--- src/rtl/i2c_codec_responder.sv ---
// Write-only I2C responder for the WM8731 control port: ACKs 3-byte register
// writes and keeps a readable 9-bit register bank with codec reset defaults.
module i2c_codec_responder #(
  parameter logic [6:0]  DEV_ADDR    = 7'h1A,
  parameter int unsigned SYNC_STAGES = 2
) (
  input  logic       clk,
  input  logic       reset,
  input  logic       i2c_sclk,
  input  logic       i2c_sdat_in,
  output logic       sda_pull_low,
  output logic       reg_wr_valid,
  output logic [6:0] reg_addr,
  output logic [8:0] reg_data,
  output logic       bad_addr,
  input  logic [3:0] rd_addr,
  output logic [8:0] rd_data
);

  typedef enum logic [2:0] {IDLE, DEV, ACK_DEV, B1, ACK1, B2, ACK2, IGNORE} state_t;

  localparam logic [8:0] BANK_DEF [10] = '{9'h097, 9'h097, 9'h079, 9'h079, 9'h00A,
                                           9'h008, 9'h09F, 9'h00A, 9'h000, 9'h000};

  logic [SYNC_STAGES-1:0] scl_sync_q, sda_sync_q;
  logic                   scl_prev_q, sda_prev_q;
  logic                   scl_s, sda_s, scl_rise, scl_fall, start_evt, stop_evt;

  state_t      state_q, state_d;
  logic [7:0]  shift_q, shift_d;
  logic [3:0]  cnt_q, cnt_d;
  logic        pull_q, pull_d;
  logic [6:0]  addr_q, addr_d;
  logic        d8_q, d8_d;
  logic        wr_q, wr_d;
  logic        bad_q, bad_d;
  logic [6:0]  raddr_q, raddr_d;
  logic [8:0]  rdata_q, rdata_d;
  logic [8:0]  bank_q [10];
  logic [8:0]  bank_d [10];
  logic [8:0]  commit_data;

  assign scl_s       = scl_sync_q[SYNC_STAGES-1];
  assign sda_s       = sda_sync_q[SYNC_STAGES-1];
  assign scl_rise    = scl_s & ~scl_prev_q;
  assign scl_fall    = ~scl_s & scl_prev_q;
  assign start_evt   = scl_s & scl_prev_q & sda_prev_q & ~sda_s;
  assign stop_evt    = scl_s & scl_prev_q & ~sda_prev_q & sda_s;
  assign commit_data = {d8_q, shift_q};

  always_ff @(posedge clk or negedge reset) begin
    if (!reset) begin
      scl_sync_q <= '1;
      sda_sync_q <= '1;
      scl_prev_q <= 1'b1;
      sda_prev_q <= 1'b1;
      state_q    <= IDLE;
      shift_q    <= '0;
      cnt_q      <= '0;
      pull_q     <= 1'b0;
      addr_q     <= '0;
      d8_q       <= 1'b0;
      wr_q       <= 1'b0;
      bad_q      <= 1'b0;
      raddr_q    <= '0;
      rdata_q    <= '0;
      bank_q     <= BANK_DEF;
    end else begin
      scl_sync_q[0] <= i2c_sclk;
      sda_sync_q[0] <= i2c_sdat_in;
      for (int unsigned i = 1; i < SYNC_STAGES; i++) begin
        scl_sync_q[i] <= scl_sync_q[i-1];
        sda_sync_q[i] <= sda_sync_q[i-1];
      end
      scl_prev_q <= scl_s;
      sda_prev_q <= sda_s;
      state_q    <= state_d;
      shift_q    <= shift_d;
      cnt_q      <= cnt_d;
      pull_q     <= pull_d;
      addr_q     <= addr_d;
      d8_q       <= d8_d;
      wr_q       <= wr_d;
      bad_q      <= bad_d;
      raddr_q    <= raddr_d;
      rdata_q    <= rdata_d;
      bank_q     <= bank_d;
    end
  end

  always_comb begin
    state_d = state_q;
    shift_d = shift_q;
    cnt_d   = cnt_q;
    pull_d  = pull_q;
    addr_d  = addr_q;
    d8_d    = d8_q;
    wr_d    = 1'b0;
    bad_d   = 1'b0;
    raddr_d = raddr_q;
    rdata_d = rdata_q;
    bank_d  = bank_q;
    if (stop_evt) begin
      state_d = IDLE;
      pull_d  = 1'b0;
      cnt_d   = '0;
    end else if (start_evt) begin
      state_d = DEV;
      pull_d  = 1'b0;
      cnt_d   = '0;
    end else begin
      case (state_q)
        DEV, B1, B2: begin
          if (scl_rise && cnt_q < 4'd8) begin
            shift_d = {shift_q[6:0], sda_s};
            cnt_d   = cnt_q + 4'd1;
          end else if (scl_fall && cnt_q == 4'd8) begin
            cnt_d = '0;
            // Byte complete: the ACK (if any) starts on this falling edge.
            if (state_q == DEV) begin
              if (shift_q == {DEV_ADDR, 1'b0}) begin
                state_d = ACK_DEV;
                pull_d  = 1'b1;
              end else begin
                state_d = IGNORE;
              end
            end else if (state_q == B1) begin
              addr_d  = shift_q[7:1];
              d8_d    = shift_q[0];
              state_d = ACK1;
              pull_d  = 1'b1;
            end else begin
              state_d = ACK2;
              pull_d  = 1'b1;
              wr_d    = 1'b1;
              raddr_d = addr_q;
              rdata_d = commit_data;
              if (addr_q < 7'd10) bank_d[addr_q[3:0]] = commit_data;
              else if (addr_q == 7'd15) bank_d = BANK_DEF;
              else bad_d = 1'b1;
            end
          end
        end
        ACK_DEV, ACK1, ACK2: begin
          if (scl_fall) begin
            pull_d = 1'b0;
            cnt_d  = '0;
            state_d = (state_q == ACK_DEV) ? B1 : (state_q == ACK1) ? B2 : IGNORE;
          end
        end
        default: ;
      endcase
    end
  end

  assign sda_pull_low = pull_q;
  assign reg_wr_valid = wr_q;
  assign bad_addr     = bad_q;
  assign reg_addr     = raddr_q;
  assign reg_data     = rdata_q;
  assign rd_data      = (rd_addr < 4'd10) ? bank_q[rd_addr] : '0;

endmodule
--- config.mk ---
export PLATFORM = sky130hd
export DESIGN_NAME = i2c_codec_responder
export DESIGN_NICKNAME = d
export VERILOG_FILES = /design/src/rtl/i2c_codec_responder.sv
export SDC_FILE = /design/constraint.sdc
export NUM_CORES = 1
export LEC_CHECK = 0
export BUFFER_PORTS_ARGS = -buffer_cell sky130_fd_sc_hd__buf_2
export CORE_MARGIN = 4
export CORE_UTILIZATION = 49
export CTS_CLUSTER_DIAMETER = 60
export DETAILED_ROUTE_END_ITERATION = 10
export PLACE_DENSITY = 0.63
export SLEW_MARGIN = 20
export SYNTH_ARGS = -nofsm -noshare
export SYNTH_HDL_FRONTEND = slang
export SYNTH_SLANG_ARGS = --single-unit
export TNS_END_PERCENT = 20
--- constraint.sdc ---
create_clock -name clk -period 5.7 [get_ports clk]
set_input_delay 0.57 -clock clk [delete_from_list [all_inputs] [get_ports clk]]
set_output_delay 0.57 -clock clk [all_outputs]
set_load 0.05 [all_outputs]
==> results.json <==
{
  "core_area_sq_mm": 0.0126,
  "maxCapViolCount": 0,
  "worstMarginPinSlew_ns": 0.890,
  "clk_path_buf_depth": 2,
  "finClkSkew_ns": 0.00757,
  "numClockSinks": 138,
  "remaining_drc_errors": 0,
  "synthMuxAreaShare_pct": 11.2,
  "start_util_pct": 50.2,
  "gp_congestion": 0.871,
  "setup_violations": 0,
  "synth_ff_type": "dfrtp_1",
  "rrSetupSlack_ns": 3.26,
  "hpwl_mm": 10.9,
  "h-tree-depth": 4,
  "drt_iter0_drc": 434,
  "grtUsageTotal_pct": 24.2,
  "path_cells": "buf_2 > mux4_2 > a221oi_1 > a21oi_1 > buf_2",
  "path_common_cell": "buf_2",
  "wl_per_cell_um": 23.0,
  "tns_ns": 0,
  "crit_slowest_cell": "buf_2",
  "antenna_found_initial": 0,
  "cts_buffers": 17,
  "cts_tree": "built",
  "ys_warn_count": 0,
  "rsz0062_at_grt": "no",
  "synth_edf_count": 0,
  "yosysUniqueCellTypes": 58,
  "post_cts_resized": 0,
  "seq_area_sq_mm": 0.00350,
  "grt_pass1_wl_mm": 27.1,
  "crit_family": "buffers and inverters",
  "path_clk_slew_ns": 0.05,
  "period_needed_ns": 3.13,
  "synth_xor_area_share_pct": 0.138,
  "die_h_um": 122,
  "drive_above_1_share_pct": 30.8,
  "rows": 41,
  "cp.depth": 5,
  "grt.busiest_layer": "met2",
  "insertion_delay_ns": 0.41,
  "ys_ff_latch": 138,
  "synth_area_per_cell_sq_um": 12.4,
  "ant_nets": 0,
  "ioPinCount": 36,
  "crit_buf_inv": 2,
  "via_count": 4595,
  "synth.yosys.seq_area_share_pct": 55.2,
  "synthArstFlopShare_pct": 100,
  "fillers": 1105,
  "finalPower_mw": 2.39,
  "hold_buffers": 0,
  "p_per_area_mw_per_mm2": 333,
  "cp-start-kind": "input port",
  "cp-end-kind": "output pin",
  "fp.dieW_um": 122,
  "syn_nets": 521,
  "nets": 546,
  "multiInputGateArea_sq_mm": 0.00263,
  "first_pass_iters": 6,
  "postCtsSetupRepairBufs": 0,
  "slowest_delay_ns": 0.64,
  "synth_compound_area_share_pct": 17.5,
  "syn-cell-area_sq_mm": 0.00634,
  "grt_max_degree": 91,
  "grt_util_met3_pct": 5.80,
  "dieArea_sq_mm": 0.0148,
  "outcome": "completed",
  "viasPerCell": 6.37,
  "cp_data_arrival_time_ns": 2.56,
  "syn_inst": 511,
  "slew_viol_final": 0,
  "grtUsageMet2_pct": 36.3,
  "finalCritPeriodShare_pct": 54.9,
  "leakagePower_nw": 3.13,
  "syn2layout_area_growth_pct": 13.4,
  "hold_viol_final": 0,
  "io_buffer_count": 35,
  "cp.required_ns": 5.13,
  "rr_worst_depth": 4,
  "holdCritPathClass": "input port to async pin",
  "root_buffer": "clkbuf_16",
  "grt_util_met1_pct": 35.8,
  "grt_overflow": 0,
  "critPathMaxFanout": 27,
  "diodes": 0,
  "max_slew_margin_pct": 40.6,
  "synth_top_family_by_area": "compound AO/OA/AOI/OAI gates",
  "peakVddDrop_mv": 0.221,
  "synth-adder-area-share_pct": 0.395,
  "fmax_ghz": 0.319,
  "finalWirelength_mm": 16.6,
  "grt_pass1_vias": 4640,
  "synth-simple-area-share_pct": 12.3,
  "critical_path_class": "input port to output pin"
}
kinds of logic after synthesis:
logic type,after synthesis
mux,45
compound gates,131
simple gates,147
flops,138
xor+xnor,1
buf+inv,47
fa+ha+maj,2
area by class of cell:
type / instances / area share (%)
Inverter: 15 / 0.783
Clock inverter: 8 / 1.25
Sequential cell: 138 / 48.7
Timing Repair Buffer: 38 / 2.84
Tap cell: 172 / 2.99
Multi-Input combinational cell: 326 / 36.6
Clock buffer: 24 / 6.86
worst paths after layout:
check | startpoint | to
max | rd_addr[0] | rd_data[6]
min | reset | bank_q[64]
max reg2reg | addr_q[3] | bank_q[39]
min reg2reg | sda_sync_q[0] | sda_sync_q[1]
max in group asynchronous | reset | bank_q[18]
min in group clk | i2c_sclk | scl_sync_q[0]
worst reg2reg max path: stages, from the launching register on:
cell	delay (ns)
dfrtp_1	0.68
o21ai_2	0.22
nor2b_1	0.74
or4_1	0.51
a22oi_1	0.16
cell usage in the layout, fill, tap and decap left out, drive strengths merged, types with 3 or more instances in the layout:
cell,count
a32o,19
a221oi,9
nor3,9
o22a,25
mux4,18
o2bb2ai,20
nand3,13
nor4,3
and3,5
clkbuf,24
mux2,27
inv,14
o21ai,3
clkinv,7
dfrtp,101
dfstp,37
nand2,72
a21oi,13
nand2b,4
and2b,3
a22o,20
o22ai,5
nor2,18
a211oi,3
buf,38
or4,6
a22oi,5
stage by stage:
stage / std cells / area (sq um) / worst slack (ns) / hold WS (ns) / utilization, %
final: 721 / 7190 / 2.57 / 0.246 / 57.0
after global routing: 721 / 7190 / 2.42 / 0.235 / 57.0
after CTS: 721 / 7190 / 2.53 / 0.238 / 57.0
after detailed placement: 689 / 6600 / 2.52 / 0.347 / 52.3
after global placement: 689 / 6600 / 2.54 / 0.345 / 52.3
after floorplan: 511 / 6340 / 2.88 / 0.274 / -
flip-flops by register name, summed over array words and instances (netlist names), 2 cells and up:
name	cells
scl_sync_q	2
bank_q	90
cnt_q	4
shift_q	8
sda_sync_q	2
addr_q	7
reg_data	9
reg_addr	7
state_q	3
report_power, final:
part,switching [mW],total (mW),leakage (nW),internal [mW]
combinational,0.0915,0.162,1.06,0.0707
sequential,0.131,1.15,1.78,1.02
clock,0.396,1.08,0.293,0.689
total,0.618,2.39,3.13,1.78
per-layer routing:
layer,share of wire (%),vias up
met2,46,191
li1,-,2004
met4,0.92,0
met1,46,2382
met5,0,-
met3,7.3,18
synth_stat cells (all sizes together), types with 3 or more instances:
master     n  area [sq um]
and2b      3          22.5
a32o      19           190
o22a      25           219
dfstp     37           972
a21oi     13          65.1
a22o      20           175
dfrtp    101          2530
or4        6          56.3
nor2      18          67.6
mux4      18           405
nand2b     4          25.0
nor4       3          46.3
mux2      27           304
nand3     13          70.1
nand2     72           270
nor3       9          60.1
and3       5          31.3
inv       14          52.6
o2bb2ai   20           175
a221oi     9          78.8
o22ai      5          31.3
a211oi     3          27.5
buf       18           100
o21ai      3          18.8
clkbuf    14          52.6
a22oi      5          37.5
Note: power is estimated with default switching activity, not from simulation.
